===== config.mk =====
export PLATFORM = sky130hd
export DESIGN_NAME = astropix_layers_frame_mux
export DESIGN_NICKNAME = d
export VERILOG_FILES = /design/src/rtl/astropix_layers_frame_mux_pkg.sv /design/src/rtl/astropix_layers_frame_mux_arbiter.sv /design/src/rtl/astropix_layers_frame_mux.sv
export SDC_FILE = /design/constraint.sdc
export NUM_CORES = 1
export LEC_CHECK = 0
export ABC_AREA = 0
export CAP_MARGIN = 20
export CORE_AREA = 2 2 62 64
export CTS_BUF_LIST = sky130_fd_sc_hd__clkbuf_4
export DETAILED_ROUTE_END_ITERATION = 10
export DIE_AREA = 0 0 64 66
export MAX_ROUTING_LAYER = met4
export PLACE_DENSITY = 0.88
export SYNTH_ARGS = -nofsm -noshare
export SYNTH_HDL_FRONTEND = slang
export SYNTH_SLANG_ARGS = --single-unit

===== constraint.sdc =====
create_clock -name clk -period 2.5 [get_ports clk]
set_input_delay 0.25 -clock clk [delete_from_list [all_inputs] [get_ports clk]]
set_output_delay 0.25 -clock clk [all_outputs]
set_load 0.05 [all_outputs]

===== src/rtl/astropix_layers_frame_mux_pkg.sv =====
// rtl/astropix_layers_frame_mux_pkg.sv - shared types and constants for the layer frame mux
package astropix_frame_mux_pkg;

  typedef enum logic [1:0] {
    IDLE    = 2'd0,
    FORWARD = 2'd1,
    DRAIN   = 2'd2
  } frame_mux_state_t;

  localparam int MUX_MAX_LAYERS = 8;
  localparam int GRANT_W        = $clog2(MUX_MAX_LAYERS);
  localparam logic [7:0] STALL_FILL_BYTE = 8'hFF;

endpackage


===== src/rtl/astropix_layers_frame_mux_arbiter.sv =====
// rtl/astropix_layers_frame_mux_arbiter.sv - combinational round-robin pick starting after last_grant
module frame_mux_rr_arbiter
  import astropix_frame_mux_pkg::*;
#(
  parameter int LAYER_COUNT = 3
) (
  input  logic [LAYER_COUNT-1:0] i_req,
  input  logic [GRANT_W-1:0]     i_last_grant,
  output logic [GRANT_W-1:0]     o_winner,
  output logic                   o_winner_valid
);

  int w_pos;

  always_comb begin
    o_winner       = '0;
    o_winner_valid = 1'b0;
    w_pos          = 0;
    for (int k = 1; k <= LAYER_COUNT; k++) begin
      w_pos = int'(i_last_grant) + k;
      if (w_pos >= LAYER_COUNT) begin
        w_pos = w_pos - LAYER_COUNT;
      end
      for (int i = 0; i < LAYER_COUNT; i++) begin
        if (!o_winner_valid && (w_pos == i) && i_req[i]) begin
          o_winner_valid = 1'b1;
          o_winner       = GRANT_W'(i);
        end
      end
    end
  end

endmodule


===== src/rtl/astropix_layers_frame_mux.sv =====
// rtl/astropix_layers_frame_mux.sv - frame-atomic round-robin merge of per-layer AXIS byte streams
// Optional stall watchdog: define ASTROPIX_FRAME_MUX_STALL_TIMEOUT_EN.
module astropix_layers_frame_mux
  import astropix_frame_mux_pkg::*;
#(
  parameter int LAYER_COUNT     = 3,
  parameter int DATA_WIDTH      = 8,
  parameter int DEST_WIDTH      = 8,
  parameter int MAX_FRAME_BYTES = 16
) (
  input  logic                              clk,
  input  logic                              rst,
  input  logic [LAYER_COUNT*DATA_WIDTH-1:0] s_axis_tdata,
  input  logic [LAYER_COUNT-1:0]            s_axis_tvalid,
  output logic [LAYER_COUNT-1:0]            s_axis_tready,
  input  logic [LAYER_COUNT-1:0]            s_axis_tlast,
  output logic [DATA_WIDTH-1:0]             m_axis_tdata,
  output logic                              m_axis_tvalid,
  input  logic                              m_axis_tready,
  output logic                              m_axis_tlast,
  output logic [DEST_WIDTH-1:0]             m_axis_tdest,
  input  logic [LAYER_COUNT-1:0]            cfg_layer_enable,
`ifdef ASTROPIX_FRAME_MUX_STALL_TIMEOUT_EN
  input  logic [15:0]                       cfg_stall_timeout,
`endif
  output logic [2:0]                        status_active_layer,
  output logic                              status_busy,
  output logic                              stat_frame_forwarded,
  output logic                              stat_frame_truncated
);

  localparam int CNT_W = $clog2(MAX_FRAME_BYTES + 1);

  frame_mux_state_t r_state;
  frame_mux_state_t w_state_next;

  logic [GRANT_W-1:0]    r_grant;
  logic [GRANT_W-1:0]    r_last_grant;
  logic [CNT_W-1:0]      r_byte_cnt;
  logic [DATA_WIDTH-1:0] r_m_tdata;
  logic                  r_m_tvalid;
  logic                  r_m_tlast;
  logic [DEST_WIDTH-1:0] r_m_tdest;
  logic                  r_trunc;

  logic [LAYER_COUNT-1:0] w_req;
  logic [GRANT_W-1:0]     w_winner;
  logic                   w_winner_valid;
  logic                   w_sel_valid;
  logic                   w_sel_last;
  logic [DATA_WIDTH-1:0]  w_sel_data;
  logic                   w_m_free;
  logic                   w_in_hs;
  logic                   w_wdog;
  logic                   w_load;
  logic                   w_load_last;
  logic [DATA_WIDTH-1:0]  w_load_data;
  logic                   w_trunc;
  logic                   w_arb_take;

  assign w_req = s_axis_tvalid & cfg_layer_enable;

  frame_mux_rr_arbiter #(
    .LAYER_COUNT(LAYER_COUNT)
  ) u_arbiter (
    .i_req          (w_req),
    .i_last_grant   (r_last_grant),
    .o_winner       (w_winner),
    .o_winner_valid (w_winner_valid)
  );

  always_comb begin
    w_sel_valid = 1'b0;
    w_sel_last  = 1'b0;
    w_sel_data  = '0;
    for (int i = 0; i < LAYER_COUNT; i++) begin
      if (r_grant == GRANT_W'(i)) begin
        w_sel_valid = s_axis_tvalid[i];
        w_sel_last  = s_axis_tlast[i];
        w_sel_data  = s_axis_tdata[i*DATA_WIDTH +: DATA_WIDTH];
      end
    end
  end

  // Single-entry output register: it can take a byte when empty or when it empties this cycle.
  assign w_m_free = !r_m_tvalid || m_axis_tready;
  assign w_in_hs  = (r_state == FORWARD) && w_sel_valid && w_m_free;
  assign w_wdog   = (r_byte_cnt + CNT_W'(1)) == CNT_W'(MAX_FRAME_BYTES);

`ifdef ASTROPIX_FRAME_MUX_STALL_TIMEOUT_EN
  logic [15:0] r_stall_cnt;
  logic        w_stall_fire;

  always_ff @(posedge clk) begin
    if (rst || (r_state != FORWARD) || w_in_hs) begin
      r_stall_cnt <= '0;
    end else if (!w_sel_valid && (r_stall_cnt != 16'hFFFF)) begin
      r_stall_cnt <= r_stall_cnt + 16'd1;
    end
  end

  assign w_stall_fire = (cfg_stall_timeout != 16'd0) && (r_stall_cnt >= cfg_stall_timeout);
`endif

  always_comb begin
    w_state_next  = r_state;
    s_axis_tready = '0;
    w_load        = 1'b0;
    w_load_last   = w_sel_last;
    w_load_data   = w_sel_data;
    w_trunc       = 1'b0;
    w_arb_take    = 1'b0;
    case (r_state)
      IDLE: begin
        if (w_winner_valid) begin
          w_arb_take   = 1'b1;
          w_state_next = FORWARD;
        end
      end
      FORWARD: begin
        for (int i = 0; i < LAYER_COUNT; i++) begin
          if (r_grant == GRANT_W'(i)) begin
            s_axis_tready[i] = w_m_free;
          end
        end
        if (w_in_hs) begin
          w_load = 1'b1;
          if (w_sel_last) begin
            w_state_next = IDLE;
          end else if (w_wdog) begin
            w_load_last  = 1'b1;
            w_trunc      = 1'b1;
            w_state_next = DRAIN;
          end
        end
`ifdef ASTROPIX_FRAME_MUX_STALL_TIMEOUT_EN
        else if (w_stall_fire && w_m_free) begin
          w_load       = 1'b1;
          w_load_last  = 1'b1;
          w_load_data  = DATA_WIDTH'(STALL_FILL_BYTE);
          w_trunc      = 1'b1;
          w_state_next = DRAIN;
        end
`endif
      end
      DRAIN: begin
        for (int i = 0; i < LAYER_COUNT; i++) begin
          if (r_grant == GRANT_W'(i)) begin
            s_axis_tready[i] = 1'b1;
          end
        end
        if (w_sel_valid && w_sel_last) begin
          w_state_next = IDLE;
        end
      end
      default: begin
        w_state_next = IDLE;
      end
    endcase
  end

  always_ff @(posedge clk) begin
    if (rst) begin
      r_state <= IDLE;
    end else begin
      r_state <= w_state_next;
    end
  end

  always_ff @(posedge clk) begin
    if (rst) begin
      r_grant      <= '0;
      r_last_grant <= GRANT_W'(LAYER_COUNT - 1);
      r_byte_cnt   <= '0;
      r_m_tdata    <= '0;
      r_m_tvalid   <= 1'b0;
      r_m_tlast    <= 1'b0;
      r_m_tdest    <= '0;
      r_trunc      <= 1'b0;
    end else begin
      if (w_arb_take) begin
        r_grant      <= w_winner;
        r_last_grant <= w_winner;
        r_byte_cnt   <= '0;
      end else if (w_in_hs) begin
        r_byte_cnt <= r_byte_cnt + CNT_W'(1);
      end
      if (w_load) begin
        r_m_tdata  <= w_load_data;
        r_m_tlast  <= w_load_last;
        r_m_tdest  <= DEST_WIDTH'(r_grant);
        r_m_tvalid <= 1'b1;
      end else if (m_axis_tready) begin
        r_m_tvalid <= 1'b0;
      end
      r_trunc <= w_trunc;
    end
  end

  assign m_axis_tdata         = r_m_tdata;
  assign m_axis_tvalid        = r_m_tvalid;
  assign m_axis_tlast         = r_m_tlast;
  assign m_axis_tdest         = r_m_tdest;
  assign status_active_layer  = r_grant;
  assign status_busy          = (r_state != IDLE);
  assign stat_frame_forwarded = r_m_tvalid && m_axis_tready && r_m_tlast;
  assign stat_frame_truncated = r_trunc;

endmodule

Word level (Yosys, flattened, before mapping)
Index checks and enable logic that the tools add are counted.
{"block": "word_totals", "ff_bits": 27, "latch_bits": 0, "mem_bits_rw": 0, "rom_bits": 0, "input_bits": 36, "out_inout_bits": 27, "wordCells": 131, "n_memories": 0}
{"block": "classes", "addsub": 7, "mul": 0, "n_div": 0, "magnitude_cmp": 3, "n_eq_ne": 15, "n_shift": 0, "mux": 52, "n_bitwise": 3, "reduce_logical": 42}
{"operator": "32-bit by 2-bit equality test with 1-bit output (second input constant)", "count": 3}
{"operator": "32-bit by 3-bit equality test with 1-bit output (second input constant)", "count": 3}
{"operator": "32-bit by 3-bit greater-or-equal comparator with 1-bit output (second input constant)", "count": 3}
{"operator": "32-bit zero test", "count": 3}
{"operator": "32-bit two-way mux", "count": 3}
{"operator": "32-bit by 3-bit subtractor with 32-bit output (second input constant)", "count": 3}
{"operator": "1-bit two-way mux", "count": 32}
{"operator": "2-bit two-way mux", "count": 12}
{"operator": "8-bit two-way mux", "count": 3}
{"operator": "1-bit logical AND", "count": 22}
{"operator": "1-bit zero test", "count": 9}
{"operator": "3-bit by 2-bit adder with 4-bit output (second input constant)", "count": 2}
{"operator": "2-bit case mux with 3 select lines", "count": 1}
{"operator": "3-bit case mux with 2 select lines", "count": 1}
{"operator": "5-bit by 1-bit adder with 5-bit output (second input constant)", "count": 1}
{"operator": "5-bit equality test (second input constant)", "count": 1}
{"operator": "3-bit by 1-bit adder with 4-bit output (second input constant)", "count": 1}
{"operator": "2-bit != test (second input constant)", "count": 2}
{"operator": "4-bit AND reduction", "count": 1}
{"operator": "2-bit nonzero test", "count": 2}
{"operator": "4-bit OR reduction", "count": 1}
{"operator": "3-bit bitwise AND", "count": 1}
{"operator": "3-bit by 1-bit equality test with 1-bit output (second input constant)", "count": 1}
{"operator": "3-bit by 2-bit equality test with 1-bit output (second input constant)", "count": 1}
{"operator": "9 further kinds", "count": 10}

Depth between registers and ports, before layout
Gate-level depths: netlist (run 1).
{"block": "logic_depth", "ltp_word": 41, "mapped_depth": 10, "depth_no_buf": 8}

Cells and area by module
A second synthesis (run 1) with hierarchy kept.
{"block": "hier_totals", "cells_unflattened": 274, "area_unflattened_um2": 2154.6}
{"module": "astropix_layers_frame_mux", "instances": 1, "cells_per_inst": 183, "area_each_um2": 1467.7, "seq_area_each_um2": 500.5}
{"module": "frame_mux_rr_arbiter", "instances": 1, "cells_per_inst": 91, "area_each_um2": 686.9, "seq_area_each_um2": 0.0}

Least setup slack after synthesis (run 1)
Ideal clock, no wire load.
{"block": "synth_path", "kind": "register to output", "startpoint": "register r_grant[1], in the netlist status_active_layer[1]", "endpoint": "output port s_axis_tready[2]", "t_arrival_ps": 2309, "required_ps": 2250, "path_slack_ps": -59, "path_stages_with_launch": 4, "n_path_buf": 2, "path_cell_list": "dfxtp_1 -> buf_4 -> clkbuf_1 -> nor3b_1"}
{"block": "synth_between", "elab_chain_cells": 3, "word_cells_on_any_way": 4, "classes_between": "eq/ne: 1; mux: 3"}
{"item": "start: declaration", "line": "astropix_layers_frame_mux.sv:37", "text": "logic [GRANT_W-1:0] r_grant;"}
{"item": "start signal: assignment", "line": "astropix_layers_frame_mux.sv:182", "text": "r_grant <= w_winner;"}
{"item": "3-bit by 2-bit equality test with 1-bit output *", "line": "astropix_layers_frame_mux.sv:122, astropix_layers_frame_mux.sv:148"}
{"item": "1-bit two-way mux (on tied branches)", "line": "astropix_layers_frame_mux.sv:148, astropix_layers_frame_mux.sv:122"}
{"item": "3-bit case mux with 2 select lines *", "line": "astropix_layers_frame_mux.sv:113", "text": "case (r_state)"}
{"item": "end: declaration", "line": "astropix_layers_frame_mux.sv:15", "text": "output logic [LAYER_COUNT-1:0] s_axis_tready,"}
Mark *: on every way between the ends. The rest lies on a longest branch, timed or not.

Worst setup path in the final report (run 1)
{"block": "layout_path", "startpoint": "register r_state[0]", "endpoint": "output port status_busy"}
{"block": "layout_between", "elab_chain_cells": 1}
{"item": "start: declaration", "line": "astropix_layers_frame_mux.sv:34", "text": "frame_mux_state_t r_state;"}
{"item": "start signal: assignment", "line": "astropix_layers_frame_mux.sv:166", "text": "r_state <= w_state_next;"}
{"item": "2-bit nonzero test", "line": "astropix_layers_frame_mux.sv:205", "text": "assign status_busy = (r_state != IDLE);"}
{"item": "end: declaration", "line": "astropix_layers_frame_mux.sv:27", "text": "output logic status_busy,"}
No other way between the ends.

==> impl_metrics.toml, run 1 <==
[status]
status = "finished, final reports clean"

[setup_path]
worst_ep_required_time_ps = 2250
max_stage_delay_ps = 820
reg2reg_to = "r_byte_cnt[1]$_SDFFE_PP0P_"
cp.buffers_inverters = 3
cell_type_group_with_the_largest_total_delay_on_the_critical_path = "buffers and inverters"
critical-path-slowest-cell = "sky130_fd_sc_hd__clkdlybuf4s50_1"
timing.reg2reg.setup_slack_ps = 390
timing.critical_path.from = "r_state[0]$_SDFFE_PP0P_"
worstSetupEndpointType = "primary output"
crit_top_cell = "sky130_fd_sc_hd__inv_1"
crit_path_cell_trace = "inv_1 > ha_1 > inv_1 > clkdlybuf4s50_1"
startpoint_type = "flop"
timing_worst_setup_path_type = "reg -> out"
worst-r2r-cell-count = 8
arrival_time_of_the_worst_setup_path_ps = 1980
rr_startpoint = "r_last_grant[0]$_SDFFE_PP0P_"
timing.critical_path.fanout_max = 5

[placement]
place_hpwl_mm = 2.76
gp_congestion = 0.879
placedCellCount = 277
port-buffer-count = 55

[power]
netSwitchingFraction_pct = 44.8
clock_power_share_pct = 12.1
power_report.internal_total_mw = 0.777
leakagePower_nw = 0.809
vdd_ir_drop_max_v = 0.000374
power_consumption_mw = 1.41
power.switching_mw = 0.630
power-per-cell-area_nw_per_um2 = 678
share_comb_of_total_power_pct = 54.3
sequentialPowerShare_pct = 33.6

[sta]
setup_violations = 0
final_setup_tns_ps = 0
tightest_slew_ps = 511
slew-limit-headroom_pct = 65.9
period_minus_slack_ps = 2230
rsz0062_at_grt = "no"
achievable_clock_frequency_ghz = 0.448
finalHoldViolations = 0
fin_crit_sh_pct = 89.4
report.final.slew_viol_count = 0
fin_skew_ps = 1.97

[routing]
drt_iter0_markers = 58
detailedRoute.firstPassIterationCount = 4
postRouteWirelength_mm = 3.48
route.detailed.vias_per_inst = 5.04
post_detailed_route_count_of_antenna_violating_nets = 0
detailroute.via_count = 1416
detail_route.wl_per_cell_um = 12.4
route.detailed.drc = 0

[logic_synthesis]
synthesis.instances = 179
yosysTopAreaCellShare_pct = 31.7
ys_top_cells_by_area = "sky130_fd_sc_hd__dfxtp_1, sky130_fd_sc_hd__ha_1, sky130_fd_sc_hd__mux2i_1"
synth_seq_cells = 23
mappedNetlistArea_um2 = 1450
post_synth_num_cell_types = 40
post-synth-top-count-cell = "sky130_fd_sc_hd__nor2_1"
proportion_of_synthesized_flip_flops_having_asynchronous_set_or_reset_pct = 0
post_synth.cell_area_avg_um2 = 8.11
synth_edf_count = 0
post_synth_most_frequent_cells = "sky130_fd_sc_hd__nor2_1, sky130_fd_sc_hd__dfxtp_1, sky130_fd_sc_hd__a21oi_1, sky130_fd_sc_hd__nand2_1, sky130_fd_sc_hd__mux2i_1"
synth_sequential_area_ratio_pct = 31.7
ys.warnings.count = 0
synth_top_flop_cell = "sky130_fd_sc_hd__dfxtp_1"
synth_top_cell_by_area = "sky130_fd_sc_hd__dfxtp_1"

[finish]
antenna_cells_inserted = 0
layout.core_utilization_pct = 58.5
synthToLayoutAreaGrowth_pct = 43.0
finalNetCount = 279
final_layout_size_suffix_gt1_share_pct = 7.30
final-instance-count-excl-fill = 281
fillCellCount = 315

[die]
start_util_pct = 40.9
core_um2 = 3550
io_pins = 63
die_h_um = 66
rows = 22
die_area_um2 = 4220
x_dimension_of_the_die_um = 64

[hold_path]
hold_path.startpoint = "m_axis_tdata[3]$_SDFFE_PP0P_"
timing.hold.worst_endpoint = "m_axis_tdata[3]$_SDFFE_PP0P_"
hold_path_class = "reg -> reg"
whs_path_depth = 2

[grt]
grt_pass1_wl_mm = 5.74
grt_max_degree = 23
antenna_found_initial = 0
globalRoute.totalOverflow = 0
via_count_of_the_first_global_routing_pass = 1353
aggregate_global_route_resource_usage_pct = 17.3

[clocking]
cts-resized-gates = 0
cts_tree = "yes"
postCtsSetupBuffers = 0
clock_insertion_delay_worst_skew_ps = 310
cts.hold.buffers_added = 0
ctsHtreeMaxLevel = 1
cts.clk_slew.worst_paths_ps = 120
cts_inserted_buffers = 3
clock_tree_buffer_depth = 2
tritoncts_num_sinks = 23
ctsRootBufferMaster = "sky130_fd_sc_hd__clkbuf_4"

[job]
cap_violations = 0
==> power groups by stage <==
stage | Clock [mW] | Sequential (mW) | Combinational, mW
final | 0.170 | 0.472 | 0.764
after detailed placement | 0 | 0.481 | 0.761
after CTS | 0.171 | 0.473 | 0.763
after global routing | 0.190 | 0.483 | 0.824
after global placement | 0 | 0.479 | 0.746
after floorplan | 0 | 0.591 | 0.424
==> cell usage in the layout (no fill, tap or decap), types with 2 or more instances in the layout <==
cell,Yosys,routed
sky130_fd_sc_hd__a211oi_1,10,10
sky130_fd_sc_hd__a21oi_1,14,14
sky130_fd_sc_hd__a31oi_1,4,4
sky130_fd_sc_hd__and2_1,3,3
sky130_fd_sc_hd__and3_1,2,2
sky130_fd_sc_hd__buf_12,0,3
sky130_fd_sc_hd__buf_4,10,5
sky130_fd_sc_hd__clkbuf_4,0,3
sky130_fd_sc_hd__clkdlybuf4s50_1,0,52
sky130_fd_sc_hd__conb_1,1,7
sky130_fd_sc_hd__dfxtp_1,23,23
sky130_fd_sc_hd__ha_1,9,9
sky130_fd_sc_hd__inv_1,9,9
sky130_fd_sc_hd__mux2i_1,11,11
sky130_fd_sc_hd__nand2_1,14,14
sky130_fd_sc_hd__nand2b_1,3,3
sky130_fd_sc_hd__nand3_1,2,2
sky130_fd_sc_hd__nand4_1,2,2
sky130_fd_sc_hd__nor2_1,24,24
sky130_fd_sc_hd__nor2b_1,2,2
sky130_fd_sc_hd__nor3_1,5,5
sky130_fd_sc_hd__o21ai_0,5,5
sky130_fd_sc_hd__xor2_1,3,3
==> worst min-delay path: stages (launching register included) <==
cell and delay (ps):
sky130_fd_sc_hd__dfxtp_1 330, sky130_fd_sc_hd__nor2_1 90, sky130_fd_sc_hd__a211oi_1 50
==> final cells by class <==
type	count	area (µm²)	area share [%]
timing repair buffer	60	618	29.8
multi-input combinational	137	876	42.2
clock inverter	1	5.00	0.241
sequential	23	460	22.2
tap	48	60.1	2.89
clock buffer	3	22.5	1.08
inverter	9	33.8	1.63
==> kinds of logic (layout without fill, tap and decap cells) <==
| kind of cell | count (synthesis) | count (layout) | synth area share (%) |
|---|---|---|---|
| flip-flops | 23 | 23 | 31.7 |
| AND/OR/NAND/NOR | 63 | 63 | 20.9 |
| XOR/XNOR | 4 | 4 | 2.41 |
| adder cells (fa/ha/maj) | 9 | 9 | 7.76 |
| AO/OA/AOI/OAI | 43 | 43 | 19.6 |
| other | 1 | 7 | 0.258 |
| buffers and inverters | 25 | 73 | 9.83 |
| multiplexers | 11 | 11 | 7.59 |
==> flip-flops by register name, indices dropped and copies added (netlist names) <==
signal and count:
m_axis_tlast 1, m_axis_tdest 2, m_axis_tvalid 1, r_last_grant 2, r_state 2, m_axis_tdata 8, r_byte_cnt 5, stat_frame_truncated 1
status_active_layer 1
==> worst max path at each step <==
stage	to	cells past startpoint
floorplan	s_axis_tready[0]	3
global placement	m_axis_tdest[0]$_SDFFE_PP0P_	7
detailed placement	r_byte_cnt[1]$_SDFFE_PP0P_	8
CTS	status_busy	4
global route	status_busy	4
finish	status_busy	4
==> metrics by stage <==
stage	setup slack [ps]	area [µm²]	hold WS, ps
after floorplan	257	1480	323
after detailed placement	423	2050	490
after CTS	281	2080	509
after global placement	489	2050	476
after global routing	188	2080	548
final	265	2080	504
==> routing by layer <==
| layer | track usage (%) | vias up | wire, µm |
|---|---|---|---|
| met4 | 2.45 | 0 | 21 |
| li1 | - | 717 | - |
| met5 | - | - | 0 |
| met1 | 21.4 | 650 | 1560 |
| met3 | 2.56 | 2 | 168 |
| met2 | 30.6 | 47 | 1730 |
No activity file was read; power rests on OpenSTA's default activity.
==> run 2: changes to the inputs <==
- CAP_MARGIN: 20 -> default
- CELL_PAD_IN_SITES_DETAIL_PLACEMENT: default -> 0
- CELL_PAD_IN_SITES_GLOBAL_PLACEMENT: default -> 1
- CORE_AREA: 2 2 62 64 -> 2 2 73 75
- CTS_BUF_LIST: sky130_fd_sc_hd__clkbuf_4 -> sky130_fd_sc_hd__clkbuf_8 sky130_fd_sc_hd__clkbuf_16
- DIE_AREA: 0 0 64 66 -> 0 0 75 77
- PLACE_DENSITY: 0.88 -> 0.89
==> impl_metrics.toml, run 2 (synthesized netlist as in run 1, its figures left out) <==
[placement]
place_hpwl_mm = 2.71
gp_congestion = 0.900
port-buffer-count = 55
placedCellCount = 299

[setup_path]
arrival_time_of_the_worst_setup_path_ps = 1890
worst_ep_required_time_ps = 2250
cp.buffers_inverters = 3
crit_top_cell = "sky130_fd_sc_hd__inv_1"
cell_type_group_with_the_largest_total_delay_on_the_critical_path = "buffers and inverters"
timing.critical_path.fanout_max = 5
crit_path_cell_trace = "inv_1 > ha_1 > inv_1 > clkdlybuf4s50_1"
critical-path-slowest-cell = "sky130_fd_sc_hd__clkdlybuf4s50_1"
startpoint_type = "flop"
max_stage_delay_ps = 810
timing_worst_setup_path_type = "reg -> out"
worstSetupEndpointType = "primary output"
timing.reg2reg.setup_slack_ps = 560

[power]
power_consumption_mw = 1.46
power-per-cell-area_nw_per_um2 = 688
leakagePower_nw = 0.818
vdd_ir_drop_max_v = 0.000319

[die]
die_area_um2 = 5780
x_dimension_of_the_die_um = 75
die_h_um = 77
core_um2 = 4980
io_pins = 63
rows = 26
start_util_pct = 29.2

[finish]
synthToLayoutAreaGrowth_pct = 46.1
final_layout_size_suffix_gt1_share_pct = 6.87
finalNetCount = 279
layout_common_cells = "sky130_fd_sc_hd__clkdlybuf4s50_1, sky130_fd_sc_hd__nor2_1, sky130_fd_sc_hd__dfxtp_1"
antenna_cells_inserted = 0
number_of_flip_flops_in_the_largest_register = 8
final-instance-count-excl-fill = 303
final_common_cell = "sky130_fd_sc_hd__clkdlybuf4s50_1"
layout.core_utilization_pct = 42.6
fillCellCount = 485

[clocking]
clock_insertion_delay_worst_skew_ps = 260
tritoncts_num_sinks = 23
cts-resized-gates = 0
clock_tree_buffer_depth = 2
cts.clk_slew.worst_paths_ps = 80
ctsHtreeMaxLevel = 1
postCtsSetupBuffers = 0
ctsRootBufferMaster = "sky130_fd_sc_hd__clkbuf_8"
cts.hold.buffers_added = 0
cts_inserted_buffers = 3
cts_tree = "yes"

[sta]
fin_crit_sh_pct = 85.5
fin_skew_ps = 2.72
finalHoldViolations = 0
rsz0062_at_grt = "no"
achievable_clock_frequency_ghz = 0.468
setup_violations = 0
report.final.slew_viol_count = 0
period_minus_slack_ps = 2140
final_setup_tns_ps = 0
tightest_slew_ps = 525
slew-limit-headroom_pct = 64.9

[grt]
grt_max_degree = 19
globalRoute.totalOverflow = 0
aggregate_global_route_resource_usage_pct = 12.7
via_count_of_the_first_global_routing_pass = 1291
antenna_found_initial = 0
grt_pass1_wl_mm = 5.68

[routing]
detailedRoute.firstPassIterationCount = 4
route.detailed.vias_per_inst = 4.56
drt_iter0_markers = 97
route.detailed.drc = 0
postRouteWirelength_mm = 3.42
post_detailed_route_count_of_antenna_violating_nets = 0
detailroute.via_count = 1383
detail_route.wl_per_cell_um = 11.3

[hold_path]
hold_path_class = "reg -> reg"

[status]
status = "finished, final reports clean"

[job]
cap_violations = 0
[run 2: cell count changes in the layout (fill, tap and decap cells not counted)]
cell,before,now
sky130_fd_sc_hd__clkbuf_4,3,0
sky130_fd_sc_hd__clkbuf_8,0,3
sky130_fd_sc_hd__clkinv_2,1,0
sky130_fd_sc_hd__inv_1,9,10
[run 2: final cells by class]
class                   instances  area (µm²)  share of cell area [%]
clock buffers                   3        41.3                    1.95
clock inverters                 1        3.75                   0.177
inverters                       9        33.8                    1.59
multi-input cells             137         876                    41.3
flip-flops and latches         23         460                    21.7
well taps                      70        87.6                    4.13
repair buffers                 60         618                    29.1
[run 2: worst paths after layout]
path                                start                            to  cells past startpoint
max reg2reg  r_last_grant[0]$_SDFFE_PP0P_    r_byte_cnt[1]$_SDFFE_PP0P_                      8
max               r_state[0]$_SDFFE_PP0P_                   status_busy                      4
min reg2reg  m_axis_tdata[5]$_SDFFE_PP0P_  m_axis_tdata[5]$_SDFFE_PP0P_                      2
min          m_axis_tdata[5]$_SDFFE_PP0P_  m_axis_tdata[5]$_SDFFE_PP0P_                      2
[run 2: metrics by stage]
stage | setup WS, ps | cell area [µm²] | hold WS [ps]
floorplan | 257 | 1480 | 323
global placement | 546 | 2080 | 485
detailed placement | 491 | 2080 | 493
CTS | 357 | 2120 | 505
global route | 267 | 2120 | 531
finish | 361 | 2120 | 503
[run 2: power by group]
group / switching [mW] / total [mW] / internal (mW)
logic: 0.467 / 0.765 / 0.297
clock network: 0.117 / 0.227 / 0.110
registers: 0.0473 / 0.467 / 0.420
total: 0.632 / 1.46 / 0.826
[run 2: metal layers]
metal | vias to the layer above | routed length [µm] | global-route usage (%)
li1 | 711 | - | -
met1 | 628 | 1550 | 16.2
met2 | 40 | 1700 | 20.4
met3 | 4 | 140 | 1.58
met4 | 0 | 37 | 4.29
met5 | - | 0 | -
[run 2: worst register-to-register path, stage by stage, from the launching register on]
cell and delay [ps]:
sky130_fd_sc_hd__dfxtp_1 330, sky130_fd_sc_hd__inv_1 90, sky130_fd_sc_hd__ha_1 330, sky130_fd_sc_hd__nor2b_1 180, sky130_fd_sc_hd__o22ai_1 130, sky130_fd_sc_hd__or3_1 430, sky130_fd_sc_hd__nand2_1 100, sky130_fd_sc_hd__nand2_1 140
sky130_fd_sc_hd__a21oi_1 140
